File: src/rtl/flick_debouncer_pkg.sv
// flick_debouncer_pkg: shared definitions for the flick input conditioning stage.
//   - FSM state encodings of the debouncer (legacy two-bit constants).
//   - Default qualification length: 1 ms at a 50 MHz system clock.
package flick_debouncer_pkg;

    // Encoding keeps bit 1 equal to the accepted level, so S_HI/S_HI2LO both
    // read as "currently pressed".
    localparam logic [1:0] S_LO    = 2'b00;
    localparam logic [1:0] S_LO2HI = 2'b01;
    localparam logic [1:0] S_HI    = 2'b11;
    localparam logic [1:0] S_HI2LO = 2'b10;

    localparam int DEFAULT_DEBOUNCE_CYCLES = 50000;

endpackage

File: src/rtl/flick_debouncer_if.sv
// flick_debouncer_if: signal bundle between the raw button, the debouncer and
// its consumers (bound-flasher FSM, debug LEDs).
//   btn_in      raw button level, asynchronous to clk
//   flick       debounced level, 1 = pressed
//   flick_rise  one-cycle strobe on an accepted press
//   flick_fall  one-cycle strobe on an accepted release
//   bouncing    1 while a level change is being qualified
//   press_count accepted presses, 8-bit wrapping
// Modports: master = debouncer side, slave = button source / consumer side.
interface flick_debouncer_if;

    logic       btn_in;
    logic       flick;
    logic       flick_rise;
    logic       flick_fall;
    logic       bouncing;
    logic [7:0] press_count;

    modport master (
        input  btn_in,
        output flick,
        output flick_rise,
        output flick_fall,
        output bouncing,
        output press_count
    );

    modport slave (
        output btn_in,
        input  flick,
        input  flick_rise,
        input  flick_fall,
        input  bouncing,
        input  press_count
    );

endinterface

File: src/rtl/bit_synchronizer.sv
// bit_synchronizer: multi-flop synchronizer for a single asynchronous bit.
//   clk    destination clock
//   rst    asynchronous, active-low reset; all flops load RESET_VAL
//   d      asynchronous input
//   q      synchronized output, STAGES clk edges after d
// RESET_VAL should equal the idle level of d so that reset release does not
// look like an input transition downstream.
module bit_synchronizer #(
    parameter int STAGES    = 2,
    parameter bit RESET_VAL = 1'b0
) (
    input  logic clk,
    input  logic rst,
    input  logic d,
    output logic q
);

    logic [STAGES-1:0] sync_q;

    // NOTE: sequential state uses non-blocking assignments so every flop of
    // the chain samples the value its predecessor held before this edge.
    always_ff @(posedge clk or negedge rst) begin
        if (!rst) begin
            sync_q <= {STAGES{RESET_VAL}};
        end else begin
            sync_q <= {sync_q[STAGES-2:0], d};
        end
    end

    assign q = sync_q[STAGES-1];

endmodule

File: src/rtl/flick_debouncer.sv
// flick_debouncer: turns the raw, bouncy push button into the clean
// synchronous flick level sampled by the bound-flasher FSM.
//   clk    system clock, shared with the flasher
//   rst    asynchronous, active-low reset
//   bus    flick_debouncer_if.master: btn_in in; flick, flick_rise,
//          flick_fall, bouncing, press_count out (all registered)
// A level change is accepted only after DEBOUNCE_CYCLES consecutive
// synchronized samples of the new level; any opposite sample restarts
// qualification from scratch.
module flick_debouncer
    import flick_debouncer_pkg::*;
#(
    parameter int DEBOUNCE_CYCLES = DEFAULT_DEBOUNCE_CYCLES,
    parameter int SYNC_STAGES     = 2,
    parameter bit BTN_ACTIVE_LOW  = 1'b0
) (
    input  logic               clk,
    input  logic               rst,
    flick_debouncer_if.master  bus
);

    localparam int              CNT_W    = $clog2(DEBOUNCE_CYCLES);
    localparam logic [CNT_W-1:0] CNT_LAST = CNT_W'(DEBOUNCE_CYCLES - 1);

    logic             btn_sync;
    logic             s;

    logic [1:0]       state, state_nxt;
    logic [CNT_W-1:0] cnt, cnt_nxt;
    logic             flick_nxt, rise_nxt, fall_nxt;
    logic [7:0]       count_nxt;

    // Synchronizer idles at the released raw level, so reset release never
    // presents a fake press to the FSM.
    bit_synchronizer #(
        .STAGES    (SYNC_STAGES),
        .RESET_VAL (BTN_ACTIVE_LOW)
    ) u_sync (
        .clk (clk),
        .rst (rst),
        .d   (bus.btn_in),
        .q   (btn_sync)
    );

    assign s = BTN_ACTIVE_LOW ? ~btn_sync : btn_sync;

    // NOTE: every variable written here gets a default first, so no path
    // leaves one unassigned and no latch is inferred.
    always_comb begin
        state_nxt = state;
        cnt_nxt   = cnt;
        flick_nxt = bus.flick;
        rise_nxt  = 1'b0;
        fall_nxt  = 1'b0;
        count_nxt = bus.press_count;
        case (state)
            S_LO: begin
                if (s) begin
                    state_nxt = S_LO2HI;
                    cnt_nxt   = CNT_W'(1);
                end
            end
            S_LO2HI: begin
                if (!s) begin
                    state_nxt = S_LO;
                    cnt_nxt   = '0;
                end else if (cnt == CNT_LAST) begin
                    state_nxt = S_HI;
                    cnt_nxt   = '0;
                    flick_nxt = 1'b1;
                    rise_nxt  = 1'b1;
                    count_nxt = bus.press_count + 8'd1;
                end else begin
                    cnt_nxt = cnt + 1'b1;
                end
            end
            S_HI: begin
                if (!s) begin
                    state_nxt = S_HI2LO;
                    cnt_nxt   = CNT_W'(1);
                end
            end
            S_HI2LO: begin
                if (s) begin
                    state_nxt = S_HI;
                    cnt_nxt   = '0;
                end else if (cnt == CNT_LAST) begin
                    state_nxt = S_LO;
                    cnt_nxt   = '0;
                    flick_nxt = 1'b0;
                    fall_nxt  = 1'b1;
                end else begin
                    cnt_nxt = cnt + 1'b1;
                end
            end
            default: begin
                state_nxt = S_LO;
                cnt_nxt   = '0;
            end
        endcase
    end

    always_ff @(posedge clk or negedge rst) begin
        if (!rst) begin
            state           <= S_LO;
            cnt             <= '0;
            bus.flick       <= 1'b0;
            bus.flick_rise  <= 1'b0;
            bus.flick_fall  <= 1'b0;
            bus.bouncing    <= 1'b0;
            bus.press_count <= 8'd0;
        end else begin
            state           <= state_nxt;
            cnt             <= cnt_nxt;
            bus.flick       <= flick_nxt;
            bus.flick_rise  <= rise_nxt;
            bus.flick_fall  <= fall_nxt;
            // Registered copy of "next state is a qualifying state".
            bus.bouncing    <= (state_nxt == S_LO2HI) || (state_nxt == S_HI2LO);
            bus.press_count <= count_nxt;
        end
    end

endmodule

File: src/flat_wrapper.sv
// flat-port wrapper written by rule: the top's interface ports become plain ports
module flick_debouncer_flat import flick_debouncer_pkg::*;
#(
    parameter int DEBOUNCE_CYCLES = DEFAULT_DEBOUNCE_CYCLES,
    parameter int SYNC_STAGES     = 2,
    parameter bit BTN_ACTIVE_LOW  = 1'b0
)
  (clk, rst, bus_btn_in, bus_flick, bus_flick_rise, bus_flick_fall, bus_bouncing, bus_press_count);
  flick_debouncer_if bus_i ();
  input  logic clk;
  input  logic rst;
  input wire logic [$bits(bus_i.btn_in)-1:0] bus_btn_in;
  output wire logic [$bits(bus_i.flick)-1:0] bus_flick;
  output wire logic [$bits(bus_i.flick_rise)-1:0] bus_flick_rise;
  output wire logic [$bits(bus_i.flick_fall)-1:0] bus_flick_fall;
  output wire logic [$bits(bus_i.bouncing)-1:0] bus_bouncing;
  output wire logic [$bits(bus_i.press_count)-1:0] bus_press_count;
  assign bus_i.btn_in = bus_btn_in;
  assign bus_flick = bus_i.flick;
  assign bus_flick_rise = bus_i.flick_rise;
  assign bus_flick_fall = bus_i.flick_fall;
  assign bus_bouncing = bus_i.bouncing;
  assign bus_press_count = bus_i.press_count;
  flick_debouncer #(.DEBOUNCE_CYCLES(DEBOUNCE_CYCLES), .SYNC_STAGES(SYNC_STAGES), .BTN_ACTIVE_LOW(BTN_ACTIVE_LOW)) u_core (.clk(clk), .rst(rst), .bus(bus_i));
endmodule
File: config.mk
export PLATFORM = sky130hd
export DESIGN_NAME = flick_debouncer_flat
export DESIGN_NICKNAME = d
export VERILOG_FILES = /design/src/rtl/flick_debouncer_pkg.sv /design/src/rtl/flick_debouncer_if.sv /design/src/rtl/bit_synchronizer.sv /design/src/rtl/flick_debouncer.sv /design/src/flat_wrapper.sv
export SDC_FILE = /design/constraint.sdc
export NUM_CORES = 1
export LEC_CHECK = 0
export BUFFER_PORTS_ARGS = -buffer_cell sky130_fd_sc_hd__buf_2
export CAP_MARGIN = 20
export CORE_MARGIN = 1
export CORE_UTILIZATION = 60
export DETAILED_ROUTE_END_ITERATION = 8
export MAX_ROUTING_LAYER = met4
export PLACE_DENSITY = 0.82
export SKIP_LAST_GASP = 1
export SYNTH_ARGS = -nofsm -noshare
export SYNTH_HDL_FRONTEND = slang
export SYNTH_HIERARCHICAL = 1
export SYNTH_SLANG_ARGS = --single-unit
File: constraint.sdc
create_clock -name clk -period 6 [get_ports clk]
set_input_delay 1.2 -clock clk [delete_from_list [all_inputs] [get_ports clk]]
set_output_delay 1.2 -clock clk [all_outputs]
set_load 0.01 [all_outputs]
Word-level counts from Yosys, hierarchy flattened
Cells that the tools add are included.
{"block": "word_totals", "in_bits": 3, "out_inout_bits": 12, "wordCells": 51, "ff_bits": 32}
{"block": "classes", "eq_ne": 12, "n_mux": 23, "add_sub_neg": 2, "n_reduce_logical": 6}
{"operator": "two-way mux 16 bit", "n": 5}
{"operator": "one-hot mux 16 bit (4 select lines)", "n": 1}
{"operator": "adder 16 x 1 -> 16 bit, second input constant", "n": 1}
{"operator": "equality test 16 bit, second input constant", "n": 1}
{"operator": "two-way mux 2 bit", "n": 6}
{"operator": "two-way mux 1 bit", "n": 9}
{"operator": "adder 8 x 1 -> 8 bit, second input constant", "n": 1}
{"operator": "inequality test 2 bit, second input constant", "n": 4}
{"operator": "one-hot mux 2 bit (4 select lines)", "n": 1}
{"operator": "equality test 2 bit, second input constant", "n": 3}
{"operator": "AND reduction 5 bit", "n": 1}
{"operator": "equality test 2 x 1 -> 1 bit, second input constant", "n": 2}
{"operator": "inequality test 2 x 1 -> 1 bit, second input constant", "n": 2}
{"operator": "AND reduction 3 bit", "n": 1}
{"operator": "zero test 2 bit", "n": 1}
{"operator": "one-hot mux 1 bit (2 select lines)", "n": 1}
{"operator": "AND reduction 2 bit", "n": 1}
{"operator": "nonzero test 2 bit", "n": 1}
{"operator": "logical OR 1 bit", "n": 1}

Logic depth before layout (Yosys ltp)
{"block": "depth", "word_depth": 6, "depth_mapped": 7, "ltp_nobuf": 6}

Hierarchy
Netlist, hierarchy kept.
{"mod": "flick_debouncer", "seq_area_each_um2": 750.7, "n_inst": 1, "cells_each": 182, "area_per_inst_um2": 1710.4}
{"mod": "bit_synchronizer", "seq_area_each_um2": 50.0, "n_inst": 1, "cells_each": 2, "area_per_inst_um2": 50.0}

Worst setup path after synthesis
No wires, ideal clock.
{"block": "synth_timing", "kind": "reg2reg", "startpoint": "register u_core.state[0]", "endpoint": "register u_core.cnt[13]", "t_arrival_ps": 1934, "path_buffers": 0, "setup_slack_ps": 3987, "t_required_ps": 5921, "setup_ps": 79, "stages_incl_launch_ff": 7, "synth_period_minus_slack_ps": 2013, "path_cell_list": "dfrtp_1 -> inv_1 -> ha_1 -> mux2_4 -> or4_4 -> or3_1 -> a21oi_1"}
{"block": "synth_via", "elab_chain_len": 3, "word_cells_on_any_way": 8, "classes_between": "5 x eq/ne; 1 x mux; 2 x reduce/logical"}
{"item": "start, declared", "line": "flick_debouncer.sv:28", "rtl": "logic [1:0] state, state_nxt;"}
{"item": "start signal, assigned", "line": "flick_debouncer.sv:113", "rtl": "state <= state_nxt;"}
{"item": "equality test 2 bit or zero test 2 bit (tied branches)", "line": "flick_debouncer.sv:56", "rtl": "case (state)"}
{"item": "inequality test 2 bit (no line)"}
{"item": "AND reduction 2 bit (no line)"}
{"item": "end signal, assigned", "line": "flick_debouncer.sv:114", "rtl": "cnt <= cnt_nxt;"}
{"item": "end, declared", "line": "flick_debouncer.sv:29", "rtl": "logic [CNT_W-1:0] cnt, cnt_nxt;"}
Parallel ways exist; a longest one is shown, timed or not.
A chain may end at the register's enable or synchronous reset.

Final worst setup path
{"block": "layout_timing", "startpoint": "register u_core.cnt[0]", "endpoint": "register u_core.cnt[5]"}
{"block": "layout_via", "elab_chain_len": 4, "word_cells_on_any_way": 6, "classes_between": "1 x add/sub; 1 x eq/ne; 4 x mux"}
{"item": "adder 16 x 1 -> 16 bit or equality test 16 bit (tied branches)"}
{"item": "two-way mux 16 bit (*)", "line": "flick_debouncer.sv:67, flick_debouncer.sv:87"}
{"item": "two-way mux 16 bit, on equally long branches", "line": "flick_debouncer.sv:84, flick_debouncer.sv:64"}
{"item": "one-hot mux 16 bit (4 select lines) (*)", "line": "flick_debouncer.sv:56"}
Mark *: on every way between the ends. The rest lies on a longest branch, timed or not.

==> results.txt <==
The total number of yosys warnings came out at 6. Buffers added to address setup during post-CTS repair amount to 0. The die extent in y came out at around 56 um. The count of routing violations after the opening detailed-route iteration is 84.

The number of cells upsized or downsized after cts came out at 0. Port buffering added 14 buffers. The critical path arrival is 2.99 ns. The signal on the critical path passes through ha_1 -> and4b_1 -> nand4_1 -> a21oi_1 -> nor2_1. The number of cell rows came out at 19. The total CTS buffers came out at 5. The final RePlAce weighted congestion came out at 0.917. The final global-route overflow total came out at 0. The average wire per cell in the routed design is 15.4 um. The required time at the worst-slack endpoint came out at 6.19 ns. The number of global-route vias before repair came to 1422.

The areal power density over the cells came out at ~270 nW/um^2. The fraction of layout cells with a size suffix above 1 is between 10 and 15%. STA classifies the critical path endpoint as a flip-flop. The wire length on met3 came out at about 170 um. The number of search-and-repair iterations in the first detailed-routing pass came out at 4. The maximum vdd drop came out at 241 uV. The buffer and inverter count on the worst path came out at 0.

Net switching is a little under a third of the power. The maximum fanout along the worst path is 24. The number of antenna violations at the first check in global routing is 0. The antenna diode count came out at 0. The instance count along the most critical hold path came out at 0. The average via count per standard cell is between 6 and 7. The internal cell power came out at between 300 and 400 uW. The top achievable clock speed is 357 MHz. The relative area change from synthesis to final layout came out at 8.24%. The worst-margin pin slew is 0.926 ns.

The library cell used most frequently in the layout, excluding fill and tap cells, is sky130_fd_sc_hd__dfrtp_1. The overall routing resource usage is 27.0%. The post-place setup slack is between 3 and 4 ns. The wire length of the first global-routing pass is 6.33 mm. The post-synthesis register bit count is 32. The sum of met2 wire segment lengths after detailed routing is 1.67 mm. The path with the worst hold slack has its endpoint at u_core/u_sync/sync_q[1]. Detailed placement ended at an HPWL of 2.42 mm.

The number of slew-limit violations in the final report was 0. The setup slack of the worst register-to-register path came out at 3.20 ns. Broken down by cell family, the worst path's largest delay share belongs to simple AND/OR/NAND/NOR gates. In the post-synthesis netlist, the biggest area contributors are sky130_fd_sc_hd__dfrtp_1 (45%), sky130_fd_sc_hd__ha_1 (5.0%), sky130_fd_sc_hd__nand2_1 (3.8%). The area of the die is 3150 sq um. The count of nets left with antenna violations after detail routing is 0. The cell type of the slowest stage on the worst timing path is sky130_fd_sc_hd__a21oi_1.

The number of H-tree branching levels is 2. The depth of the worst register-to-register path came out at 5. The path class of the tightest hold or removal check is flip-flop to flip-flop. The final wirelength came out at 3.52 mm. The minimum period implied by the final worst setup slack came out at 2.80 ns. The number of top-level design ports came out at 15.

The final critical-path setup slack came out at approximately 3.2 ns. The clock transition at the registers of the reported paths is 0.11 ns. The biggest area contributor in the post-synthesis netlist is sky130_fd_sc_hd__dfrtp_1.

The startpoint identified for the worst hold timing path is u_core/u_sync/sync_q[0]. The portion of total power attributed to sequential cells is 46.3%. The final sum of negative setup slack came out at 0 ns. The kind of start point of the critical path is a flip-flop.

The net count after synthesis came out at 194. The final hold violation count is 0. The max-capacitance violation count came out at 0.

The total instance count after detailed placement came out at around 220. The clock network fraction of design power is 30.7%. The area of the placeable core came out at 2760 sq um.

The routed length on met1 is 1.65 mm. The area of the mapped netlist came out at 1760 sq um. The end of the worst register-to-register path is u_core/cnt[5]. The worst relative slew slack is between 30% and 40%. In this run the power spent charging and discharging nets is 164 uW. The synthesized area per cell is approximately 9.6 sq um. The pin count of the biggest net entering global routing came out at 33. The initial core utilization came out at 63.8%. Detailed routing inserted a total of 1445 vias. In this run, post-CTS hold repair placed 0 buffers. Leaving out filler cells and counting taps, the final layout contains 229. The combinational cell fraction of total power is 23.0%.

Counting every instance in the synthesized netlist gives 184. The total clock sinks came out at 32. The maximum clock path buffer count came out at 2. The DRC violation count after routing came out at 0. The share of the synthesized area in the top cell type came out at between 40 and 50%.

TritonCTS built the clock tree. The setup path with the least slack is of type flip-flop to flip-flop. The clock network latency to the later pin of the worst-skew pair came out at around 0.34 ns.

Setup repair after global routing left no endpoint under its margin. The flow ran to the end, and the final reports show no timing, DRC or antenna violations. The highest cell delay on the worst timing path is 0.89 ns. The startpoint identified for the worst register-to-register timing path is u_core/cnt[0]. The worst path uses 46.7% of the clock period. The leakage power figure is roughly 0.85 nW.

The number of distinct library cells after synthesis came out at 45. The number of setup violations in the final report is 0. Signal routing reaches up to met4.

In the layout the commonest cells are sky130_fd_sc_hd__dfrtp_1 (32), sky130_fd_sc_hd__nand2_1 (18), sky130_fd_sc_hd__buf_2 (14). The worst clock skew came out at 0.0126 ns. The cell sitting at the root of the clock tree is a sky130_fd_sc_hd__clkbuf_4.

The sequential share of the synthesized area is 45.5%. The horizontal die dimension came out at around 56 um. The final layout contains 207 nets.
## synthesized netlist by cell type
library cell	instances
sky130_fd_sc_hd__dfrtp_1	32
sky130_fd_sc_hd__nand2_1	18
sky130_fd_sc_hd__nor2_1	13
sky130_fd_sc_hd__nand3_1	10
sky130_fd_sc_hd__nor3_1	9
sky130_fd_sc_hd__inv_1	8
sky130_fd_sc_hd__ha_1	7
sky130_fd_sc_hd__nand4_1	7
sky130_fd_sc_hd__nor4_1	7
sky130_fd_sc_hd__xor2_1	7
sky130_fd_sc_hd__a21oi_1	6
sky130_fd_sc_hd__xnor2_1	6
sky130_fd_sc_hd__o21ai_0	5
sky130_fd_sc_hd__clkbuf_1	4
sky130_fd_sc_hd__and4_1	3
sky130_fd_sc_hd__o211ai_1	3
sky130_fd_sc_hd__or3_1	3
sky130_fd_sc_hd__a211oi_1	2
sky130_fd_sc_hd__a31oi_1	2
sky130_fd_sc_hd__and3_1	2
sky130_fd_sc_hd__buf_2	2
sky130_fd_sc_hd__mux2i_1	2
sky130_fd_sc_hd__nand4b_1	2
sky130_fd_sc_hd__nor3b_1	2
sky130_fd_sc_hd__o21a_1	2
sky130_fd_sc_hd__a21o_1	1
sky130_fd_sc_hd__a31o_2	1
sky130_fd_sc_hd__and4b_1	1
sky130_fd_sc_hd__buf_1	1
sky130_fd_sc_hd__buf_6	1
sky130_fd_sc_hd__mux2_2	1
sky130_fd_sc_hd__mux2_4	1
sky130_fd_sc_hd__nand3b_1	1
sky130_fd_sc_hd__nor2b_1	1
sky130_fd_sc_hd__nor4b_1	1
sky130_fd_sc_hd__o2111ai_1	1
sky130_fd_sc_hd__o21ba_2	1
sky130_fd_sc_hd__o22ai_1	1
sky130_fd_sc_hd__o311ai_0	1
sky130_fd_sc_hd__o31a_1	1
sky130_fd_sc_hd__o31ai_1	1
sky130_fd_sc_hd__o32ai_1	1
sky130_fd_sc_hd__or2_2	1
sky130_fd_sc_hd__or4_1	1
sky130_fd_sc_hd__or4_4	1
## cell families (layout without fill, tap and decap cells)
group | after synthesis | in the layout | share of synthesized area, %
simple gates | 83 | 83 | 25.4
flops | 32 | 32 | 45.5
compound gates | 29 | 29 | 11.1
buf+inv | 16 | 30 | 3.98
xor+xnor | 13 | 13 | 6.47
fa+ha+maj | 7 | 7 | 4.97
mux | 4 | 4 | 2.63
## sequential cells by signal (all words and copies together) (netlist names)
signal / flops
u_core/cnt: 16
u_core/bus.press_count: 8
u_core/state: 2
u_core/u_sync/sync_q: 2
u_core/bus.bouncing: 1
u_core/bus.flick: 1
u_core/bus.flick_fall: 1
u_core/bus.flick_rise: 1
## layer usage
metal,vias up,global-route usage (%)
li1,704,-
met1,701,34.9
met2,35,40.8
met3,5,7.91
met4,0,9.76
met5,-,-
## worst max-delay path by stage
stage / start / end / slack, ns / cells past startpoint
4_1_cts: u_core/cnt[0] / u_core/cnt[5] / 3.26 / 5
3_3_place_gp: u_core/cnt[0] / u_core/cnt[3] / 3.48 / 5
3_5_place_dp: u_core/cnt[0] / u_core/cnt[5] / 3.28 / 5
6_report: u_core/cnt[0] / u_core/cnt[5] / 3.20 / 5
2_1_floorplan: u_core/state[0] / u_core/cnt[13] / 3.99 / 6
5_1_grt: u_core/cnt[0] / u_core/cnt[7] / 2.88 / 5
## power groups by stage
stage               combinational (mW)  clock, mW  sequential, mW
floorplan                       0.0894          0           0.244
finish                           0.120      0.160           0.241
detailed placement               0.118          0           0.245
global route                     0.134      0.175           0.243
global placement                 0.112          0           0.244
CTS                              0.118      0.165           0.241
## worst register-to-register path: cells and delay by family (launching register included)
| family | cells | cell delay, ns |
|---|---|---|
| AND/OR/NAND/NOR | 3 | 1.08 |
| AO/OA/AOI/OAI | 1 | 0.89 |
| flip-flops | 1 | 0.41 |
| adder cells (fa/ha/maj) | 1 | 0.27 |
## area by class of cell
class / instances / area [sq um]
multi-input cells: 136 / 890
clock buffers: 6 / 41.3
repair buffers: 14 / 70.1
clock inverters: 2 / 35.0
inverters: 8 / 30.0
well taps: 31 / 38.8
flip-flops and latches: 32 / 801
fillers: 219 / 852
## per-stage QoR
step                power [mW]  hold slack, ns  area [sq um]  util [%]
CTS                      0.524           0.363          1910      69.1
global route             0.552           0.382          1910      69.1
finish                   0.521           0.362          1910      69.1
global placement         0.356           0.338          1830      66.3
detailed placement       0.363           0.342          1830      66.3
floorplan                0.333           0.331          1760         -
Power figures use the tool's default switching activity.
